`src/rtl/fp8_dot_sequencer_if.sv`:
```
// Operand stream, external FP8 multiplier/adder hookup and result handshake
// of fp8_dot_sequencer, bundled for connection between the sequencer and its environment.
interface fp8_dot_sequencer_if #(
  parameter int N_MAX = 12
) ();
  localparam int LEN_W = $clog2(N_MAX + 1);

  logic             start96;
  logic [LEN_W-1:0] len96;
  logic             in_valid96;
  logic             in_ready96;
  logic [7:0]       a_in96;
  logic [7:0]       b_in96;
  logic [7:0]       mul_a96;
  logic [7:0]       mul_b96;
  logic [7:0]       mul_res96;
  logic [7:0]       add_a96;
  logic [7:0]       add_b96;
  logic [7:0]       add_res96;
  logic             out_valid96;
  logic             out_ready96;
  logic [7:0]       out_data96;
  logic             busy96;

  modport slave (
    input  start96, len96, in_valid96, a_in96, b_in96, mul_res96, add_res96, out_ready96,
    output in_ready96, mul_a96, mul_b96, add_a96, add_b96, out_valid96, out_data96, busy96
  );

  modport master (
    output start96, len96, in_valid96, a_in96, b_in96, mul_res96, add_res96, out_ready96,
    input  in_ready96, mul_a96, mul_b96, add_a96, add_b96, out_valid96, out_data96, busy96
  );
endinterface

```
`src/rtl/fp8_dot_sequencer.sv`:
```
// Issues A/B operand pairs to an external FP8 multiplier, queues the products and
// folds them serially through an external FP8 adder into a single dot product.
module fp8_dot_sequencer #(
  parameter int N_MAX   = 12,
  parameter int MUL_LAT = 3,
  parameter int ADD_LAT = 3
) (
  input  logic               clk96,
  input  logic               rst96,
  fp8_dot_sequencer_if.slave bus
);
  localparam int LEN_W  = $clog2(N_MAX + 1);
  localparam int WAIT_W = $clog2(ADD_LAT + 1);
  localparam logic [LEN_W-1:0]  LEN_MAX  = LEN_W'(N_MAX);
  localparam logic [WAIT_W-1:0] WAIT_END = WAIT_W'(ADD_LAT);

  typedef enum logic [1:0] {IDLE, RUN, DONE} state_e;

  state_e              state_q;
  logic                out_valid_q;
  logic                busy_q;
  logic [LEN_W-1:0]    target_q;
  logic [LEN_W-1:0]    acc_cnt_q;
  logic [LEN_W-1:0]    done_cnt_q;
  logic [LEN_W-1:0]    done_cnt_d;
  logic [LEN_W-1:0]    wr_ptr_q;
  logic [LEN_W-1:0]    rd_ptr_q;
  logic [WAIT_W-1:0]   wait_q;
  logic [MUL_LAT:0]    vld_sr_q;
  logic [7:0]          mul_a_q;
  logic [7:0]          mul_b_q;
  logic [7:0]          acc_q;
  logic [7:0]          fifo_q [N_MAX];
  logic                in_ready;
  logic                accept;
  logic                push;
  logic                pop;
  logic                fifo_empty;
  logic [LEN_W-1:0]    len_clip;

  assign in_ready   = (state_q == RUN) && (acc_cnt_q < target_q);
  assign accept     = bus.in_valid96 & in_ready;
  assign fifo_empty = (rd_ptr_q == wr_ptr_q);
  // Bit 0 tracks the operand register; the top bit lines up with mul_res96.
  assign push       = vld_sr_q[MUL_LAT];
  assign pop        = !fifo_empty && (wait_q == WAIT_END);
  assign done_cnt_d = done_cnt_q + LEN_W'(pop);
  assign len_clip   = (bus.len96 > LEN_MAX) ? LEN_MAX : bus.len96;

  assign bus.in_ready96  = in_ready;
  assign bus.mul_a96     = mul_a_q;
  assign bus.mul_b96     = mul_b_q;
  assign bus.add_a96     = acc_q;
  assign bus.add_b96     = fifo_empty ? 8'h00 : fifo_q[rd_ptr_q];
  assign bus.out_valid96 = out_valid_q;
  assign bus.out_data96  = acc_q;
  assign bus.busy96      = busy_q;

  // Product storage; pointers restart at every job so no wrap is ever needed.
  always_ff @(posedge clk96) begin
    if (push) fifo_q[wr_ptr_q] <= bus.mul_res96;
  end

  always_ff @(posedge clk96) begin
    if (!rst96) begin
      state_q     <= IDLE;
      out_valid_q <= 1'b0;
      busy_q      <= 1'b0;
      target_q    <= '0;
      acc_cnt_q   <= '0;
      done_cnt_q  <= '0;
      wr_ptr_q    <= '0;
      rd_ptr_q    <= '0;
      wait_q      <= '0;
      vld_sr_q    <= '0;
      mul_a_q     <= 8'h00;
      mul_b_q     <= 8'h00;
      acc_q       <= 8'h00;
    end else begin
      mul_a_q  <= accept ? bus.a_in96 : 8'h00;
      mul_b_q  <= accept ? bus.b_in96 : 8'h00;
      vld_sr_q <= {vld_sr_q[MUL_LAT-1:0], accept};
      if (accept) acc_cnt_q <= acc_cnt_q + 1'b1;
      if (push) wr_ptr_q <= wr_ptr_q + 1'b1;
      // Adder operands stay put for ADD_LAT+1 cycles, then the sum is taken.
      if (!fifo_empty) wait_q <= pop ? '0 : wait_q + 1'b1;
      if (pop) begin
        acc_q      <= bus.add_res96;
        rd_ptr_q   <= rd_ptr_q + 1'b1;
        done_cnt_q <= done_cnt_d;
      end

      case (state_q)
        IDLE: begin
          if (bus.start96) begin
            target_q   <= len_clip;
            acc_q      <= 8'h00;
            acc_cnt_q  <= '0;
            done_cnt_q <= '0;
            wr_ptr_q   <= '0;
            rd_ptr_q   <= '0;
            busy_q     <= 1'b1;
            if (bus.len96 == '0) begin
              state_q     <= DONE;
              out_valid_q <= 1'b1;
            end else begin
              state_q <= RUN;
            end
          end
        end
        RUN: begin
          if (pop && (done_cnt_d == target_q)) begin
            state_q     <= DONE;
            out_valid_q <= 1'b1;
          end
        end
        DONE: begin
          if (out_valid_q && bus.out_ready96) begin
            state_q     <= IDLE;
            out_valid_q <= 1'b0;
            busy_q      <= 1'b0;
          end
        end
        default: begin
          state_q     <= IDLE;
          out_valid_q <= 1'b0;
          busy_q      <= 1'b0;
        end
      endcase
    end
  end
endmodule

```
`src/flat_wrapper.sv`:
```
// flat-port wrapper written by rule: the top's interface ports become plain ports
module fp8_dot_sequencer_flat 
#(
  parameter int N_MAX   = 12,
  parameter int MUL_LAT = 3,
  parameter int ADD_LAT = 3
)
  (clk96, rst96, bus_start96, bus_len96, bus_in_valid96, bus_a_in96, bus_b_in96, bus_mul_res96, bus_add_res96, bus_out_ready96, bus_in_ready96, bus_mul_a96, bus_mul_b96, bus_add_a96, bus_add_b96, bus_out_valid96, bus_out_data96, bus_busy96);
  fp8_dot_sequencer_if #(.N_MAX(N_MAX)) bus_i ();
  input  logic clk96;
  input  logic rst96;
  input wire logic [$bits(bus_i.start96)-1:0] bus_start96;
  input wire logic [$bits(bus_i.len96)-1:0] bus_len96;
  input wire logic [$bits(bus_i.in_valid96)-1:0] bus_in_valid96;
  input wire logic [$bits(bus_i.a_in96)-1:0] bus_a_in96;
  input wire logic [$bits(bus_i.b_in96)-1:0] bus_b_in96;
  input wire logic [$bits(bus_i.mul_res96)-1:0] bus_mul_res96;
  input wire logic [$bits(bus_i.add_res96)-1:0] bus_add_res96;
  input wire logic [$bits(bus_i.out_ready96)-1:0] bus_out_ready96;
  output wire logic [$bits(bus_i.in_ready96)-1:0] bus_in_ready96;
  output wire logic [$bits(bus_i.mul_a96)-1:0] bus_mul_a96;
  output wire logic [$bits(bus_i.mul_b96)-1:0] bus_mul_b96;
  output wire logic [$bits(bus_i.add_a96)-1:0] bus_add_a96;
  output wire logic [$bits(bus_i.add_b96)-1:0] bus_add_b96;
  output wire logic [$bits(bus_i.out_valid96)-1:0] bus_out_valid96;
  output wire logic [$bits(bus_i.out_data96)-1:0] bus_out_data96;
  output wire logic [$bits(bus_i.busy96)-1:0] bus_busy96;
  assign bus_i.start96 = bus_start96;
  assign bus_i.len96 = bus_len96;
  assign bus_i.in_valid96 = bus_in_valid96;
  assign bus_i.a_in96 = bus_a_in96;
  assign bus_i.b_in96 = bus_b_in96;
  assign bus_i.mul_res96 = bus_mul_res96;
  assign bus_i.add_res96 = bus_add_res96;
  assign bus_i.out_ready96 = bus_out_ready96;
  assign bus_in_ready96 = bus_i.in_ready96;
  assign bus_mul_a96 = bus_i.mul_a96;
  assign bus_mul_b96 = bus_i.mul_b96;
  assign bus_add_a96 = bus_i.add_a96;
  assign bus_add_b96 = bus_i.add_b96;
  assign bus_out_valid96 = bus_i.out_valid96;
  assign bus_out_data96 = bus_i.out_data96;
  assign bus_busy96 = bus_i.busy96;
  fp8_dot_sequencer #(.N_MAX(N_MAX), .MUL_LAT(MUL_LAT), .ADD_LAT(ADD_LAT)) u_core (.clk96(clk96), .rst96(rst96), .bus(bus_i));
endmodule
```
`config.mk`:
```
export PLATFORM = sky130hd
export DESIGN_NAME = fp8_dot_sequencer_flat
export DESIGN_NICKNAME = d
export VERILOG_FILES = /design/src/rtl/fp8_dot_sequencer_if.sv /design/src/rtl/fp8_dot_sequencer.sv /design/src/flat_wrapper.sv
export SDC_FILE = /design/constraint.sdc
export NUM_CORES = 1
export LEC_CHECK = 0
export ABC_AREA = 1
export CAP_MARGIN = 20
export CELL_PAD_IN_SITES_DETAIL_PLACEMENT = 0
export CELL_PAD_IN_SITES_GLOBAL_PLACEMENT = 1
export CORE_ASPECT_RATIO = 0.9
export CORE_MARGIN = 2
export CORE_UTILIZATION = 25
export CTS_CLUSTER_SIZE = 40
export DETAILED_ROUTE_END_ITERATION = 10
export GPL_TIMING_DRIVEN = 0
export PLACE_DENSITY = 0.47
export SLEW_MARGIN = 20
export SYNTH_ARGS = -nofsm -noshare
export SYNTH_HDL_FRONTEND = slang
export SYNTH_SLANG_ARGS = --single-unit
```
`constraint.sdc`:
```
create_clock -name clk96 -period 2.6 [get_ports clk96]
set_input_delay 0.52 -clock clk96 [delete_from_list [all_inputs] [get_ports clk96]]
set_output_delay 0.52 -clock clk96 [all_outputs]
set_load 0.1 [all_outputs]
```
==> Implementation_results.wiki, run 1 <==
{| class="wikitable"
! Metric !! Value
|-
| Outcome || completed
|-
| Type of the most critical hold path || input port to flop
|-
| Post-synth top area cell || edfxtp_1
|-
| Most frequent cells after synthesis || nor2_1 (109), edfxtp_1 (96), nand2_1 (67)
|-
| Final-report hold violation count || 0
|-
| Reported leakage power || about 0.0031 uW
|-
| Max Transition Viols Final || 0
|-
| Floorplan die width || around 170 um
|-
| Largest fanout of any net on the critical path || 3
|-
| Internal power component || 3930 uW
|-
| Insertion delay to the later sink of the worst-skew pair || ~0.43 ns
|-
| Largest clock skew in the final design || 0.0169 ns
|-
| RSZ-0062 raised after global routing || true
|-
| Xor-xnor portion of the synthesized cell area || less than 1%
|-
| Post-synthesis area per instance || about 10 um^2
|-
| Share of layout cells above drive strength 1 || 17.7%
|-
| Syn. warnings || 0
|-
| Pin count of the biggest net entering global routing || 17
|-
| Number of buffers created by CTS || 17
|-
| Share of the yosys chip area belonging to registers || between 60 and 70%
|-
| Endpoint class of the critical path || output port
|-
| Post-route ant nets || 0
|-
| Total net switching power || approximately 1400 uW
|-
| Fraction of synthesized cell area taken by the top area cell type || approximately 47%
|-
| Max-capacitance violation count || 0
|-
| Post-layout total power || 5280 uW
|-
| Synthesis-to-finish area growth || 33.7%
|-
| Family of cells with the greatest summed delay on the critical path || buffers and inverters
|-
| Maximum clock path buffer count || 2
|-
| Clk network pwr share || 45.0%
|-
| Io pins || 84
|-
| Clock tree from TritonCTS || built
|-
| Total global-route track usage || 13.8%
|-
| Number of buffers added to fix hold violations after cts || 0
|-
| Met1 wire length || just over 8 mm
|-
| Total gr overflow || 0
|-
| Stages on worst setup path || 2
|-
| Highest attainable clock frequency || about 0.39 GHz
|-
| Drt drc || 0
|-
| Synth cell types || 35
|-
| Die Area || 25900 um^2
|-
| Diode count || 0
|-
| Number of search-and-repair iterations in the first detailed-routing pass || 4
|-
| Sw Ratio || 25.6%
|-
| Minimum setup slack among reg-to-reg paths || approximately 0.22 ns
|-
| Register-to-Register Path Depth || 18
|-
| Critical register-to-register path startpoint || u_core.rd_ptr_q[1]
|-
| Worst r2r dst || u_core.state_q[0]
|-
| Floorplan row count || 54
|-
| Vias per cell || roughly 4.4
|-
| Aggregate routed wire length || about 17 mm
|-
| FFs w/ async S/R, synth || 0%
|-
| CORE AREA || 24300 um^2
|-
| Count leader, synth || nor2_1
|-
| First-pass GRT wire length || between 20 and 30 mm
|-
| Crit path to || bus_out_data96[6]
|-
| Fraction of the mapped netlist area in simple logic gates || between 10% and 20%
|-
| Critical path type || flop to output port
|-
| Number of global-route vias before repair || ~4.4k
|-
| Via count of the routed design || about 4.5k
|-
| Worst setup path startpoint || u_core.bus.add_a96[6]
|-
| Number of failing setup endpoints in the final timing report || 0
|-
| Slowest cell on the critical path || clkdlybuf4s50_1
|-
| Worst path buffer plus inverter count || 2
|-
| Net count of the mapped netlist || 640
|-
| Period utilisation layout || a little over nine tenths
|-
| Post-Route Setup TNS || 0 ns
|-
| Estimated wirelength of the detail-placed design || ~12 mm
|-
| Share of synthesized cell area in full adder, half adder and majority cells || under 10%
|-
| Met2 routed wirelength || a little over 8 mm
|-
| Number of enable flip-flop cells after synthesis || between 90 and 100
|-
| Relative contribution of sequential cells to total power || 48.5%
|-
| PD cells || around 640 nW/um^2
|-
| Post-DR wirelength/cell || 17.1 um
|-
| Series of cell instances along the critical path || buf_4 -> clkdlybuf4s50_1
|-
| Number of design-rule violations left by the first detailed-router iteration || 271
|-
| Top flip-flop cell by instance count after synthesis || edfxtp_1
|-
| Initial cell density of the core || roughly a quarter
|-
| Kind of start point of the critical path || flop
|-
| Main area contributors after synthesis || edfxtp_1 (47%), dfxtp_1 (18%), nor2_1 (6.6%), o21ai_0 (5.4%), nand2_1 (4.1%)
|-
| Final critical path time including I/O delays and setup || around 2.6 ns
|-
| Main combinational cell family by area after synthesis || simple AND/OR/NAND/NOR gates
|-
| Measured slew at the worst slew-check pin || approximately 1.2 ns
|-
| Clock transition time at the flip-flop clock pins of the worst setup and hold paths || approximately 0.070 ns
|-
| Antenna violations before repair || 0
|-
| Synthesized flop and latch total || 150
|-
| CTS root buf || clkbuf_16
|-
| Placer Congestion || 0.756
|-
| Part of the power in combinational logic || under 10%
|-
| Worst slew margin || between 20% and 30%
|-
| Nets@finish || 750
|-
| Detail Route met3 WL || 842 um
|-
| Clock sinks || 150
|-
| Htree depth || 4
|-
| WP data required || ~2.1 ns
|-
| Worst endpoint data arrival time || about 2 ns
|-
| Area of the mapped netlist || 6160 um^2
|-
| Height of the chip || between 150 and 200 um
|-
| Biggest cell delay along the critical path || ~1.1 ns
|-
| Share of the synthesized area in compound gates (AO/OA/AOI/OAI) || between 10% and 20%
|-
| Multiplexer area fraction after synthesis || 0%
|-
| Count of port buffers added during placement || between 80 and 90
|-
| Top layer reached by signal wires || met4
|-
| Maximum vdd drop || 0.385 mV
|-
| Gate Count Post-Synth || 587
|}
layout make-up:
| cell class | instances | area, um^2 |
|---|---|---|
| buffer | 29 | 244 |
| clock buffer | 17 | 425 |
| clock inverter | 15 | 139 |
| fill | 2458 | 16000 |
| inverter | 54 | 210 |
| multi-input combinational | 352 | 1920 |
| sequential | 150 | 3980 |
| tap | 308 | 385 |
| timing repair buffer | 93 | 940 |
flip-flops by register name, indices dropped and copies added (netlist names), 2 cells and up:
register and cells:
u_core.target_q 4, u_core.fifo_q 96, u_core.wr_ptr_q 4, u_core.done_cnt_q 4
u_core.bus.add_a96 8, u_core.acc_cnt_q 4, u_core.state_q 2, u_core.bus.mul_b96 8
u_core.wait_q 2, u_core.vld_sr_q 4, u_core.rd_ptr_q 4, u_core.bus.mul_a96 8
stage by stage:
step / hold WS [ns] / utilization [%] / area (um^2) / std cells / worst slack [ns]
6_report: 0.412 / 34.0 / 8240 / 1018 / 0.0466
5_1_grt: 0.417 / 34.0 / 8240 / 1018 / -0.0158
4_1_cts: 0.401 / 33.5 / 8120 / 1015 / -0.0177
3_5_place_dp: 0.401 / 30.6 / 7420 / 977 / -1.03
3_3_place_gp: 0.396 / 30.6 / 7420 / 977 / -0.993
2_1_floorplan: 0.390 / - / 6210 / 587 / 0.0694
per-layer routing:
metal,vias to the layer above,track usage [%]
met5,-,0
met4,0,4.27
met3,15,3.63
met2,100,21.8
met1,2173,18.5
li1,2234,-
power by group through the flow:
stage / clock network [uW] / logic (uW) / registers [uW]
after floorplan: 0 / 135 / 2680
after global placement: 0 / 340 / 2620
after detailed placement: 0 / 342 / 2620
after CTS: 2440 / 342 / 2560
after global routing: 2540 / 373 / 2570
final: 2380 / 340 / 2560
kinds of logic (layout without fill, tap and decap cells):
kind of cell               Yosys count  in the layout
buffers and inverters               85            208
adders and majority gates           12             12
xor gates and xnor gates             4              4
DFF                                150            150
AOI/OAI and AO/OA                  126            126
and+or+nand+nor                    210            210
tightest hold or removal path: cells and delay by family:
kind                   cells  cell delay [ns]
and+or+nand+nor            1             0.07
buffers and inverters      2             0.20
how the worst min path moves through the flow:
| stage | cells past startpoint | endpoint | from |
|---|---|---|---|
| after global routing | 3 | u_core.vld_sr_q[1] | rst96 |
| after CTS | 3 | u_core.vld_sr_q[1] | rst96 |
| after floorplan | 2 | u_core.vld_sr_q[1] | u_core.vld_sr_q[0] |
| after global placement | 2 | u_core.vld_sr_q[1] | u_core.vld_sr_q[0] |
| after detailed placement | 2 | u_core.vld_sr_q[2] | u_core.vld_sr_q[1] |
| final | 3 | u_core.vld_sr_q[1] | rst96 |
layout by cell type, fill, tap and decap left out, types with 4 or more instances in the layout:
cell | synthesis | routed
nand4_1 | 5 | 5
nand3_1 | 10 | 10
inv_2 | 5 | 4
buf_4 | 10 | 22
inv_1 | 49 | 47
clkbuf_4 | 0 | 4
buf_6 | 3 | 14
o21ai_0 | 66 | 62
a21oi_1 | 12 | 12
dfxtp_1 | 54 | 48
nor2_1 | 109 | 106
clkbuf_16 | 0 | 17
nand2_1 | 67 | 66
edfxtp_1 | 96 | 96
a31oi_2 | 0 | 6
o21ai_1 | 8 | 10
inv_6 | 0 | 5
ha_1 | 12 | 10
clkdlybuf4s50_1 | 0 | 70
buf_2 | 9 | 4
nor2_2 | 4 | 7
nand2_2 | 3 | 4
o22ai_1 | 20 | 20
o221ai_1 | 4 | 4
what timing repair did:
action	in CTS	in global routing
endpoints found under the hold margin	0	0
endpoints found under the setup margin	12	15
gates resized for setup	92	36
buffers inserted	6	5
pin swaps	3	5
(Power assumes the default switching activity.)
==> run 2: changes to the inputs <==
--- a/config.mk
+++ b/config.mk
@@ -10,13 +10,12 @@
 export CELL_PAD_IN_SITES_DETAIL_PLACEMENT = 0
 export CELL_PAD_IN_SITES_GLOBAL_PLACEMENT = 1
 export CORE_ASPECT_RATIO = 0.9
-export CORE_MARGIN = 2
+export CORE_MARGIN = 3
 export CORE_UTILIZATION = 25
 export CTS_CLUSTER_SIZE = 40
 export DETAILED_ROUTE_END_ITERATION = 10
 export GPL_TIMING_DRIVEN = 0
 export PLACE_DENSITY = 0.47
-export SLEW_MARGIN = 20
 export SYNTH_ARGS = -nofsm -noshare
 export SYNTH_HDL_FRONTEND = slang
 export SYNTH_SLANG_ARGS = --single-unit
==> run 2 against run 1 <==
Effect of this change: fmax is 0.20% lower; power is 1.4% higher; critical path depth stayed put; sequential power barely moved; core utilization rose by 0.92 points; flip-flop and latch count is the same; worst setup slack got worse by 0.0050 ns; critical endpoint is now bus_out_data96[1]; largest cell class unchanged.
==> Implementation_results.wiki, run 2 (same netlist as run 1, synthesis figures left out) <==
{| class="wikitable"
! Metric !! Value
|-
| Largest clock skew in the final design || 0.00876 ns
|-
| Relative contribution of sequential cells to total power || between 40% and 50%
|-
| Final core utilization || 34.9%
|-
| Number of search-and-repair iterations in the first detailed-routing pass || 5
|-
| Number of design-rule violations left by the first detailed-router iteration || between 200 and 300
|-
| Register-to-Register Path Depth || 18
|-
| Antenna violations before repair || 0
|-
| Number of buffers created by CTS || 17
|-
| Worst hold stages || 2
|-
| Diode count || 0
|-
| Total gr overflow || 0
|-
| Internal power component || 4090 uW
|-
| Floorplan die width || about 170 um
|-
| Worst hold path startpoint || u_core.vld_sr_q[2]
|-
| Number of failing setup endpoints in the final timing report || 0
|-
| Post-layout total power || 5350 uW
|-
| Period utilisation layout || between 90% and 100%
|-
| Estimated wirelength of the detail-placed design || around 12 mm
|-
| Commonest cells after routing, fill and taps aside || nor2_1 (107), edfxtp_1 (96), clkdlybuf4s50_1 (71), nand2_1 (65), o21ai_0 (62)
|-
| Vias per cell || ~4.4
|-
| Total global-route track usage || between 10 and 15%
|-
| Endpoint class of the critical path || output port
|-
| First-pass GRT wire length || 26.5 mm
|-
| Initial cell density of the core || 25.9%
|-
| Critical register-to-register path startpoint || u_core.rd_ptr_q[1]
|-
| Count of port buffers added during placement || between 80 and 90
|-
| Post-DR wirelength/cell || ~17 um
|-
| Worst slew margin || approximately a third
|-
| Clock sinks || 150
|-
| Hold Path Sink || u_core.vld_sr_q[3]
|-
| Register with the most flip-flops || u_core.fifo_q
|-
| Number of buffers added to fix hold violations after cts || 0
|-
| Placer Congestion || 0.759
|-
| Type of the most critical hold path || flop to flop
|-
| Reported leakage power || 0.00307 uW
|-
| Part of the power in combinational logic || 6.4%
|-
| Io pins || 84
|-
| Minimum setup slack among reg-to-reg paths || roughly 0.23 ns
|-
| Leading cell type in the layout, fill and taps excluded || nor2_1
|-
| Clock tree from TritonCTS || built
|-
| Cell Count, Final, Fillers Out || roughly 1.0k
|-
| Max-capacitance violation count || 0
|-
| Clk network pwr share || 45.7%
|-
| Height of the chip || approximately 150 um
|-
| Clock transition time at the flip-flop clock pins of the worst setup and hold paths || ~0.060 ns
|-
| WP data required || about 2.1 ns
|-
| Synthesis-to-finish area growth || 34.8%
|-
| Max Transition Viols Final || 0
|-
| Worst r2r dst || u_core.state_q[0]
|-
| Highest attainable clock frequency || 0.391 GHz
|-
| RSZ-0062 raised after global routing || true
|-
| Maximum vdd drop || roughly 0.38 mV
|-
| Register cell area after layout || around 4000 um^2
|-
| Nets@finish || roughly 750
|-
| Sw Ratio || about a quarter
|-
| Largest register FFs || 96
|-
| Floorplan row count || between 50 and 60
|-
| Measured slew at the worst slew-check pin || roughly 1.0 ns
|-
| Total net switching power || 1270 uW
|-
| CORE AREA || between 20000 and 25000 um^2
|-
| Aggregate routed wire length || 17.6 mm
|-
| Dpl cells || 971
|-
| Kind of start point of the critical path || flop
|-
| Fill cell count || 2377
|-
| Drt drc || 0
|-
| Critical path type || flop to output port
|-
| Final critical path time including I/O delays and setup || approximately 2.6 ns
|-
| Share of layout cells above drive strength 1 || 17.6%
|-
| PD cells || between 600 and 700 nW/um^2
|-
| Via count of the routed design || 4449
|-
| Area of the multi-input gates || 1930 um^2
|-
| Maximum clock path buffer count || 2
|-
| Worst endpoint data arrival time || between 2 and 2.5 ns
|-
| Final hold slack || roughly 0.41 ns
|-
| Insertion delay to the later sink of the worst-skew pair || 0.42 ns
|-
| Number of global-route vias before repair || between 4k and 5k
|-
| Outcome || completed
|-
| Htree depth || 4
|-
| CTS root buf || clkbuf_16
|-
| Final-report hold violation count || 0
|-
| Die Area || roughly 27000 um^2
|-
| Post-route ant nets || 0
|-
| Pin count of the biggest net entering global routing || 17
|-
| Largest fanout of any net on the critical path || 3
|}
## run 2: how the worst max path moves through the flow
stage / startpoint / end / slack, ns / depth (start not counted)
finish: u_core.bus.add_a96[1] / bus_out_data96[1] / 0.04 / 2
global route: u_core.rd_ptr_q[0] / bus_add_b96[3] / -0.03 / 7
CTS: u_core.rd_ptr_q[1] / bus_add_b96[4] / -0.007 / 6
detailed placement: u_core.rd_ptr_q[1] / bus_add_b96[4] / -1.11 / 7
global placement: u_core.rd_ptr_q[1] / bus_add_b96[4] / -1.10 / 7
floorplan: u_core.rd_ptr_q[0] / bus_add_b96[1] / 0.07 / 6
## run 2: repair_timing
| item | 4_1_cts | 5_1_grt |
|---|---|---|
| pin swaps | 6 | 8 |
| endpoints found under the hold margin | 0 | 0 |
| cloned | 0 | 0 |
| endpoints found under the setup margin | 12 | 14 |
| resized for setup | 104 | 35 |
| setup buffers | 5 | 3 |
## run 2: worst max-delay path, cell delays in order (launching register included)
cell and delay (ns):
dfxtp_1 0.38, buf_4 0.12, clkdlybuf4s50_1 1.12
## run 2: cell type report
cell class / count / area share [%]
Buffer: 29 / 3.06
Clock buffer: 17 / 5.12
Clock inverter: 15 / 1.85
Inverter: 54 / 2.56
Multi-Input combinational cell: 352 / 23.3
Sequential cell: 150 / 47.9
Tap cell: 302 / 4.55
Timing Repair Buffer: 92 / 11.7
## run 2: power by group through the flow
| stage | Combinational, uW | Clock (uW) | Sequential [uW] |
|---|---|---|---|
| 5_1_grt | 373 | 2600 | 2570 |
| 6_report | 342 | 2450 | 2560 |
| 3_3_place_gp | 342 | 0 | 2620 |
| 2_1_floorplan | 135 | 0 | 2680 |
| 4_1_cts | 345 | 2510 | 2560 |
| 3_5_place_dp | 344 | 0 | 2620 |
## run 2: through the flow
stage                     setup slack, ns  cell area, um^2  setup TNS (ns)
final                              0.0416             8310               0
after global routing              -0.0302             8310         -0.0779
after CTS                        -0.00710             8180         -0.0125
after detailed placement            -1.11             7410           -9.97
after global placement              -1.10             7410          -10.06
after floorplan                    0.0694             6210               0
## run 2: layer usage
| metal | part of all wire, % | track usage (%) | wire length, um | up-vias |
|---|---|---|---|---|
| met1 | 50 | 19.3 | 8820 | 2091 |
| li1 | - | - | - | 2228 |
| met3 | 6.0 | 3.86 | 1060 | 12 |
| met2 | 43 | 20.0 | 7580 | 118 |
| met5 | 0 | 0 | 0 | - |
| met4 | 0.98 | 3.68 | 173 | 0 |
==> run 3: changes to the inputs <==
--- a/config.mk
+++ b/config.mk
@@ -14,6 +14,7 @@
 export CORE_UTILIZATION = 25
 export CTS_CLUSTER_SIZE = 40
 export DETAILED_ROUTE_END_ITERATION = 10
+export GPL_ROUTABILITY_DRIVEN = 0
 export GPL_TIMING_DRIVEN = 0
 export PLACE_DENSITY = 0.47
 export SYNTH_ARGS = -nofsm -noshare
==> results of run 3 <==
No change in the layout: final DEF, timing and power equal those of run 2.
